===== config.mk =====
export PLATFORM = sky130hd
export DESIGN_NAME = color_encoder_flat
export DESIGN_NICKNAME = d
export VERILOG_FILES = /design/src/rtl/color_encoder_if.sv /design/src/rtl/color_encoder.sv /design/src/flat_wrapper.sv
export SDC_FILE = /design/constraint.sdc
export NUM_CORES = 1
export LEC_CHECK = 0
export BUFFER_PORTS_ARGS = -buffer_cell sky130_fd_sc_hd__buf_2
export CAP_MARGIN = 20
export CORE_MARGIN = 2
export CORE_UTILIZATION = 50
export CTS_CLUSTER_SIZE = 10
export DETAILED_ROUTE_END_ITERATION = 10
export PLACE_DENSITY = 0.74
export SLEW_MARGIN = 10
export SYNTH_ARGS = -nofsm -noshare
export SYNTH_HDL_FRONTEND = slang
export SYNTH_SLANG_ARGS = --single-unit

===== constraint.sdc =====
create_clock -name clk -period 1.9 [get_ports clk]
set_input_delay 0.475 -clock clk [delete_from_list [all_inputs] [get_ports clk]]
set_output_delay 0.475 -clock clk [all_outputs]
set_load 0.01 [all_outputs]

===== src/rtl/color_encoder_if.sv =====
// color_encoder_if
//   Groups the two valid/ready handshakes of the colour encoder.
//   Colour input side : in_valid, in_color (to encoder), in_ready (from encoder)
//   Vector output side: vec_valid, colorVec, match_err, slot_count (from encoder),
//                       vec_ready (to encoder)
//   master: the producer/consumer environment; slave: the encoder itself.
interface color_encoder_if;
  logic        in_valid;
  logic [11:0] in_color;
  logic        in_ready;
  logic        vec_valid;
  logic        vec_ready;
  logic [7:0]  colorVec;
  logic        match_err;
  logic [2:0]  slot_count;

  modport master (
    output in_valid, in_color, vec_ready,
    input  in_ready, vec_valid, colorVec, match_err, slot_count
  );

  modport slave (
    input  in_valid, in_color, vec_ready,
    output in_ready, vec_valid, colorVec, match_err, slot_count
  );
endinterface


===== src/rtl/color_encoder.sv =====
// color_encoder
//   Maps incoming 12-bit RGB colours to 2-bit palette indices and packs four
//   indices into an 8-bit vector (slot0 in bits [1:0]) for the sequence logic.
// Ports
//   clk         system clock, rising edge
//   rst_n       asynchronous active-low reset
//   color_shift palette select per accepted colour (0 = A, 1 = B)
//   clear       synchronous abort of a partial or held vector (highest priority)
//   bus         handshake bundle (slave side): in_valid/in_color/in_ready in,
//               vec_valid/vec_ready/colorVec/match_err/slot_count out
module color_encoder #(
  parameter logic [11:0] COLOR1_A = 12'hF00,
  parameter logic [11:0] COLOR2_A = 12'h0F0,
  parameter logic [11:0] COLOR3_A = 12'h00F,
  parameter logic [11:0] COLOR4_A = 12'hFF0,
  parameter logic [11:0] COLOR1_B = 12'h0FF,
  parameter logic [11:0] COLOR2_B = 12'hF0F,
  parameter logic [11:0] COLOR3_B = 12'hFF0,
  parameter logic [11:0] COLOR4_B = 12'h80C
) (
  input  logic            clk,
  input  logic            rst_n,
  input  logic            color_shift,
  input  logic            clear,
  color_encoder_if.slave  bus
);

  typedef enum logic {COLLECT, HOLD} state_t;

  state_t      state;
  logic [2:0]  slot_count;
  logic [5:0]  assembly;   // slots 0..2; slot 3 goes straight into colorVec
  logic        err_acc;
  logic [7:0]  color_vec;
  logic        match_err;

  logic [1:0]  idx;
  logic        hit;
  logic        accept;

  // Palette lookup; if-else chain gives lowest-index priority on duplicates.
  always_comb begin
    idx = 2'd0;
    hit = 1'b0;
    if (!color_shift) begin
      if      (bus.in_color == COLOR1_A) begin idx = 2'd0; hit = 1'b1; end
      else if (bus.in_color == COLOR2_A) begin idx = 2'd1; hit = 1'b1; end
      else if (bus.in_color == COLOR3_A) begin idx = 2'd2; hit = 1'b1; end
      else if (bus.in_color == COLOR4_A) begin idx = 2'd3; hit = 1'b1; end
    end else begin
      if      (bus.in_color == COLOR1_B) begin idx = 2'd0; hit = 1'b1; end
      else if (bus.in_color == COLOR2_B) begin idx = 2'd1; hit = 1'b1; end
      else if (bus.in_color == COLOR3_B) begin idx = 2'd2; hit = 1'b1; end
      else if (bus.in_color == COLOR4_B) begin idx = 2'd3; hit = 1'b1; end
    end
  end

  assign accept = bus.in_valid && (state == COLLECT) && !clear;

  always_ff @(posedge clk or negedge rst_n) begin
    if (!rst_n) begin
      state      <= COLLECT;
      slot_count <= '0;
      assembly   <= '0;
      err_acc    <= 1'b0;
      color_vec  <= '0;
      match_err  <= 1'b0;
    end else if (clear) begin
      // colorVec/match_err deliberately keep the last completed vector.
      state      <= COLLECT;
      slot_count <= '0;
      assembly   <= '0;
      err_acc    <= 1'b0;
    end else begin
      case (state)
        COLLECT: begin
          if (accept) begin
            if (slot_count == 3'd3) begin
              color_vec  <= {idx, assembly};
              match_err  <= err_acc | ~hit;
              slot_count <= 3'd4;
              state      <= HOLD;
            end else begin
              assembly[{slot_count[1:0], 1'b0} +: 2] <= idx;
              err_acc    <= err_acc | ~hit;
              slot_count <= slot_count + 3'd1;
            end
          end
        end
        HOLD: begin
          if (bus.vec_ready) begin
            state      <= COLLECT;
            slot_count <= '0;
            assembly   <= '0;
            err_acc    <= 1'b0;
          end
        end
        default: state <= COLLECT;
      endcase
    end
  end

  assign bus.in_ready   = (state == COLLECT);
  assign bus.vec_valid  = (state == HOLD);
  assign bus.colorVec   = color_vec;
  assign bus.match_err  = match_err;
  assign bus.slot_count = slot_count;

endmodule

===== src/flat_wrapper.sv =====
// flat-port wrapper written by rule: the top's interface ports become plain ports
module color_encoder_flat 
#(
  parameter logic [11:0] COLOR1_A = 12'hF00,
  parameter logic [11:0] COLOR2_A = 12'h0F0,
  parameter logic [11:0] COLOR3_A = 12'h00F,
  parameter logic [11:0] COLOR4_A = 12'hFF0,
  parameter logic [11:0] COLOR1_B = 12'h0FF,
  parameter logic [11:0] COLOR2_B = 12'hF0F,
  parameter logic [11:0] COLOR3_B = 12'hFF0,
  parameter logic [11:0] COLOR4_B = 12'h80C
)
  (clk, rst_n, color_shift, clear, bus_in_valid, bus_in_color, bus_vec_ready, bus_in_ready, bus_vec_valid, bus_colorVec, bus_match_err, bus_slot_count);
  color_encoder_if bus_i ();
  input  logic clk;
  input  logic rst_n;
  input  logic color_shift;
  input  logic clear;
  input wire logic [$bits(bus_i.in_valid)-1:0] bus_in_valid;
  input wire logic [$bits(bus_i.in_color)-1:0] bus_in_color;
  input wire logic [$bits(bus_i.vec_ready)-1:0] bus_vec_ready;
  output wire logic [$bits(bus_i.in_ready)-1:0] bus_in_ready;
  output wire logic [$bits(bus_i.vec_valid)-1:0] bus_vec_valid;
  output wire logic [$bits(bus_i.colorVec)-1:0] bus_colorVec;
  output wire logic [$bits(bus_i.match_err)-1:0] bus_match_err;
  output wire logic [$bits(bus_i.slot_count)-1:0] bus_slot_count;
  assign bus_i.in_valid = bus_in_valid;
  assign bus_i.in_color = bus_in_color;
  assign bus_i.vec_ready = bus_vec_ready;
  assign bus_in_ready = bus_i.in_ready;
  assign bus_vec_valid = bus_i.vec_valid;
  assign bus_colorVec = bus_i.colorVec;
  assign bus_match_err = bus_i.match_err;
  assign bus_slot_count = bus_i.slot_count;
  color_encoder #(.COLOR1_A(COLOR1_A), .COLOR2_A(COLOR2_A), .COLOR3_A(COLOR3_A), .COLOR4_A(COLOR4_A), .COLOR1_B(COLOR1_B), .COLOR2_B(COLOR2_B), .COLOR3_B(COLOR3_B), .COLOR4_B(COLOR4_B)) u_core (.clk(clk), .rst_n(rst_n), .color_shift(color_shift), .clear(clear), .bus(bus_i));
endmodule

==> impl_metrics.env <==
export IMPL_drv_cap=0
export IMPL_grtUsageTotal_pct=20.3
export IMPL_rsz0062_at_grt="no"
export IMPL_coreArea_um2=2170
export IMPL_first_iter_violations=20
export IMPL_yosysTopAreaCellShare_pct=44.8
export IMPL_antenna_found_initial=0
export IMPL_slew_headroom_pct=70.8
export IMPL_p_leak_nw=0.679
export IMPL_synth_edf_count=0
export IMPL_multi_input_area_um2=597
export IMPL_drv_slew=0
export IMPL_ys_flop_type="dfrtp_1"
export IMPL_clk_latency_ps=310
export IMPL_start_util_pct=51.5
export IMPL_synth_most_common_cell="dfrtp_1"
export IMPL_min_period_ps=1750
export IMPL_hold_buffers=0
export IMPL_hpwlAfterDp_mm=1.83
export IMPL_period_share_pct=91.9
export IMPL_crit_required_ps=2150
export IMPL_syn2layout_area_growth_pct=26.3
export IMPL_syn_area_per_cell_um2=9.80
export IMPL_rr_worst_depth=7
export IMPL_crit_type="flip-flop to flip-flop"
export IMPL_final_net_count=177
export IMPL_wl_per_cell_um=13.2
export IMPL_finalHoldViolCount=0
export IMPL_drc=0
export IMPL_setup_ws_ps=154
export IMPL_cts_max_level=1
export IMPL_grt_first_pass_wirelength_mm=4.00
export IMPL_critPathLaunchType="flip-flop"
export IMPL_ys_top_cells_by_count="dfrtp_1, nand2_1, nor2_1, o21ai_0, inv_1"
export IMPL_async_reset_ff_share_pct=100
export IMPL_status="complete, no violations"
export IMPL_syn_instance_count=114
export IMPL_io_pins=32
export IMPL_syn_num_nets=137
export IMPL_finalSetupTns_ps=0
export IMPL_yosysSeqAreaShare_pct=44.8
export IMPL_clk_pin_slew_ps=120
export IMPL_hp_class="primary input to async pin"
export IMPL_yosysWarnings=0
export IMPL_tightest_slew_ps=438
export IMPL_grt_pass1_vias=931
export IMPL_gr_total_overflow=0
export IMPL_fp_dieH_um=51.3
export IMPL_cp_max_fo=6
export IMPL_cts_num_sinks=20
export IMPL_cts_buffer_depth=2
export IMPL_route_vias_total=996
export IMPL_antenna_cells=0
export IMPL_critPathArrivalTime_ps=1990
export IMPL_ys_ff_latch=20
export IMPL_peakVddDrop_uv=375
export IMPL_cp_end_kind="flip-flop"
export IMPL_wirelength_mm=2.39
export IMPL_die_w_um=51.3
export IMPL_avgViaCountPerCell=5.50
export IMPL_synth_distinct_cells=34
export IMPL_fmax_ghz=0.573
export IMPL_clockRootBuffer="clkbuf_4"
export IMPL_setup_viol=0
export IMPL_pre_cts_slack_ps=53.2
export IMPL_cts_tree="done"
export IMPL_regArea_um2=500
export IMPL_dieArea_um2=2630
export IMPL_yosys_area_top_type="dfrtp_1"
export IMPL_place_gp_congestion=0.969
export IMPL_fillers=186
export IMPL_syn_area_um2=1120
export IMPL_holdWs_ps=85.5
export IMPL_skew_ps=1.45
export IMPL_num_rows=17
export IMPL_ant_nets=0
export IMPL_synth_area_leaders="dfrtp_1, mux2_2, ha_1, o21ai_0, nand2_1"
export IMPL_cts_buffers=3
export IMPL_grt_max_degree=21
export IMPL_port_buffer_count=31
export IMPL_dr_pass1_iters=4
export IMPL_power_density_nw_per_um2=798
export IMPL_final_layout_size_suffix_gt1_share_pct=36.6
[repair_timing]
item / CTS / global route
resized for setup: 0 / 4
setup endpoints to repair: 0 / 4
setup buffers: 0 / 2
[power breakdown]
group	switching, mW	total, mW	leakage (nW)	internal, mW
Combinational	0.152	0.271	0.381	0.118
Sequential	0.0283	0.500	0.270	0.472
Clock	0.143	0.356	0.0279	0.213
Total	0.323	1.13	0.679	0.804
[cells by family after synthesis]
logic type                 synth area share, %
DFF                                       44.8
AOI/OAI and AO/OA                         17.1
buffers and inverters                     3.47
and+or+nand+nor                           23.0
muxes                                     6.05
adders and majority gates                 5.60
[worst paths after layout]
| kind | start | end | slack (ps) |
|---|---|---|---|
| worst max-delay path | u_core.bus.slot_count[1]$_DFFE_PN0P_ | u_core.assembly[5]$_DFFE_PN0P_ | 150 |
| worst min-delay path | rst_n | u_core.bus.colorVec[0]$_DFFE_PN0P_ | 90 |
| max in group asynchronous | rst_n | u_core.bus.colorVec[3]$_DFFE_PN0P_ | 1510 |
| worst max register to register | u_core.bus.slot_count[1]$_DFFE_PN0P_ | u_core.assembly[5]$_DFFE_PN0P_ | 150 |
| min in group clk | clear | u_core.bus.vec_valid$_DFF_PN0_ | 400 |
| worst min register to register | u_core.assembly[3]$_DFFE_PN0P_ | u_core.assembly[3]$_DFFE_PN0P_ | 500 |
[per-layer routing]
layer / vias to the layer above / track usage, % / part of all wire, %
met5: - / 0 / 0
li1: 498 / - / -
met2: 23 / 35.9 / 49
met4: 0 / 5.26 / 0.96
met3: 2 / 3.51 / 3.8
met1: 473 / 25.7 / 46
[state kept, by name, indices dropped and copies added (netlist names)]
name and flops:
u_core.assembly 6, u_core.bus.colorVec 8, u_core.bus.match_err 1, u_core.bus.slot_count 3, u_core.bus.vec_valid 1, u_core.err_acc 1
[layout make-up]
cell class / instances / area share, %
multi-input cells: 85 / 42.3
clock inverters: 1 / 2.13
inverters: 7 / 1.86
flip-flops and latches: 20 / 35.5
repair buffers: 37 / 14.2
well taps: 28 / 2.48
clock buffers: 3 / 1.60
[cell usage in the layout, fill, tap and decap left out, types with 2 or more instances in the layout]
cell,synthesis,final
buf_4,1,6
o21a_1,3,3
o21ai_0,8,8
inv_1,7,7
clkbuf_4,0,3
nor2_1,8,8
buf_2,1,31
a31oi_1,2,2
o21ai_1,6,6
or3_1,2,2
dfrtp_1,20,20
a22oi_1,2,2
ha_1,5,4
a21oi_1,3,3
nand3_1,4,4
nand2_1,10,10
and4_1,2,2
nand4_1,3,3
nor2b_1,4,4
mux2_2,6,6
[critical path, cell delays in order, from the launching register on]
cell and delay (ps):
dfrtp_1 450, ha_1 200, ha_2 220, nor3_4 220, nand2_1 110, nor3_2 200
nand3_1 140, o21ai_1 140
[stage by stage]
stage / area, um2 / power, mW / std cells / utilization, %
2_1_floorplan: 1120 / 0.645 / 114 / -
3_3_place_gp: 1330 / 0.751 / 175 / 61.1
3_5_place_dp: 1330 / 0.763 / 175 / 61.1
4_1_cts: 1380 / 1.12 / 179 / 63.5
5_1_grt: 1410 / 1.19 / 181 / 65.1
6_report: 1410 / 1.13 / 181 / 65.1
Power figures use the tool's default switching activity.
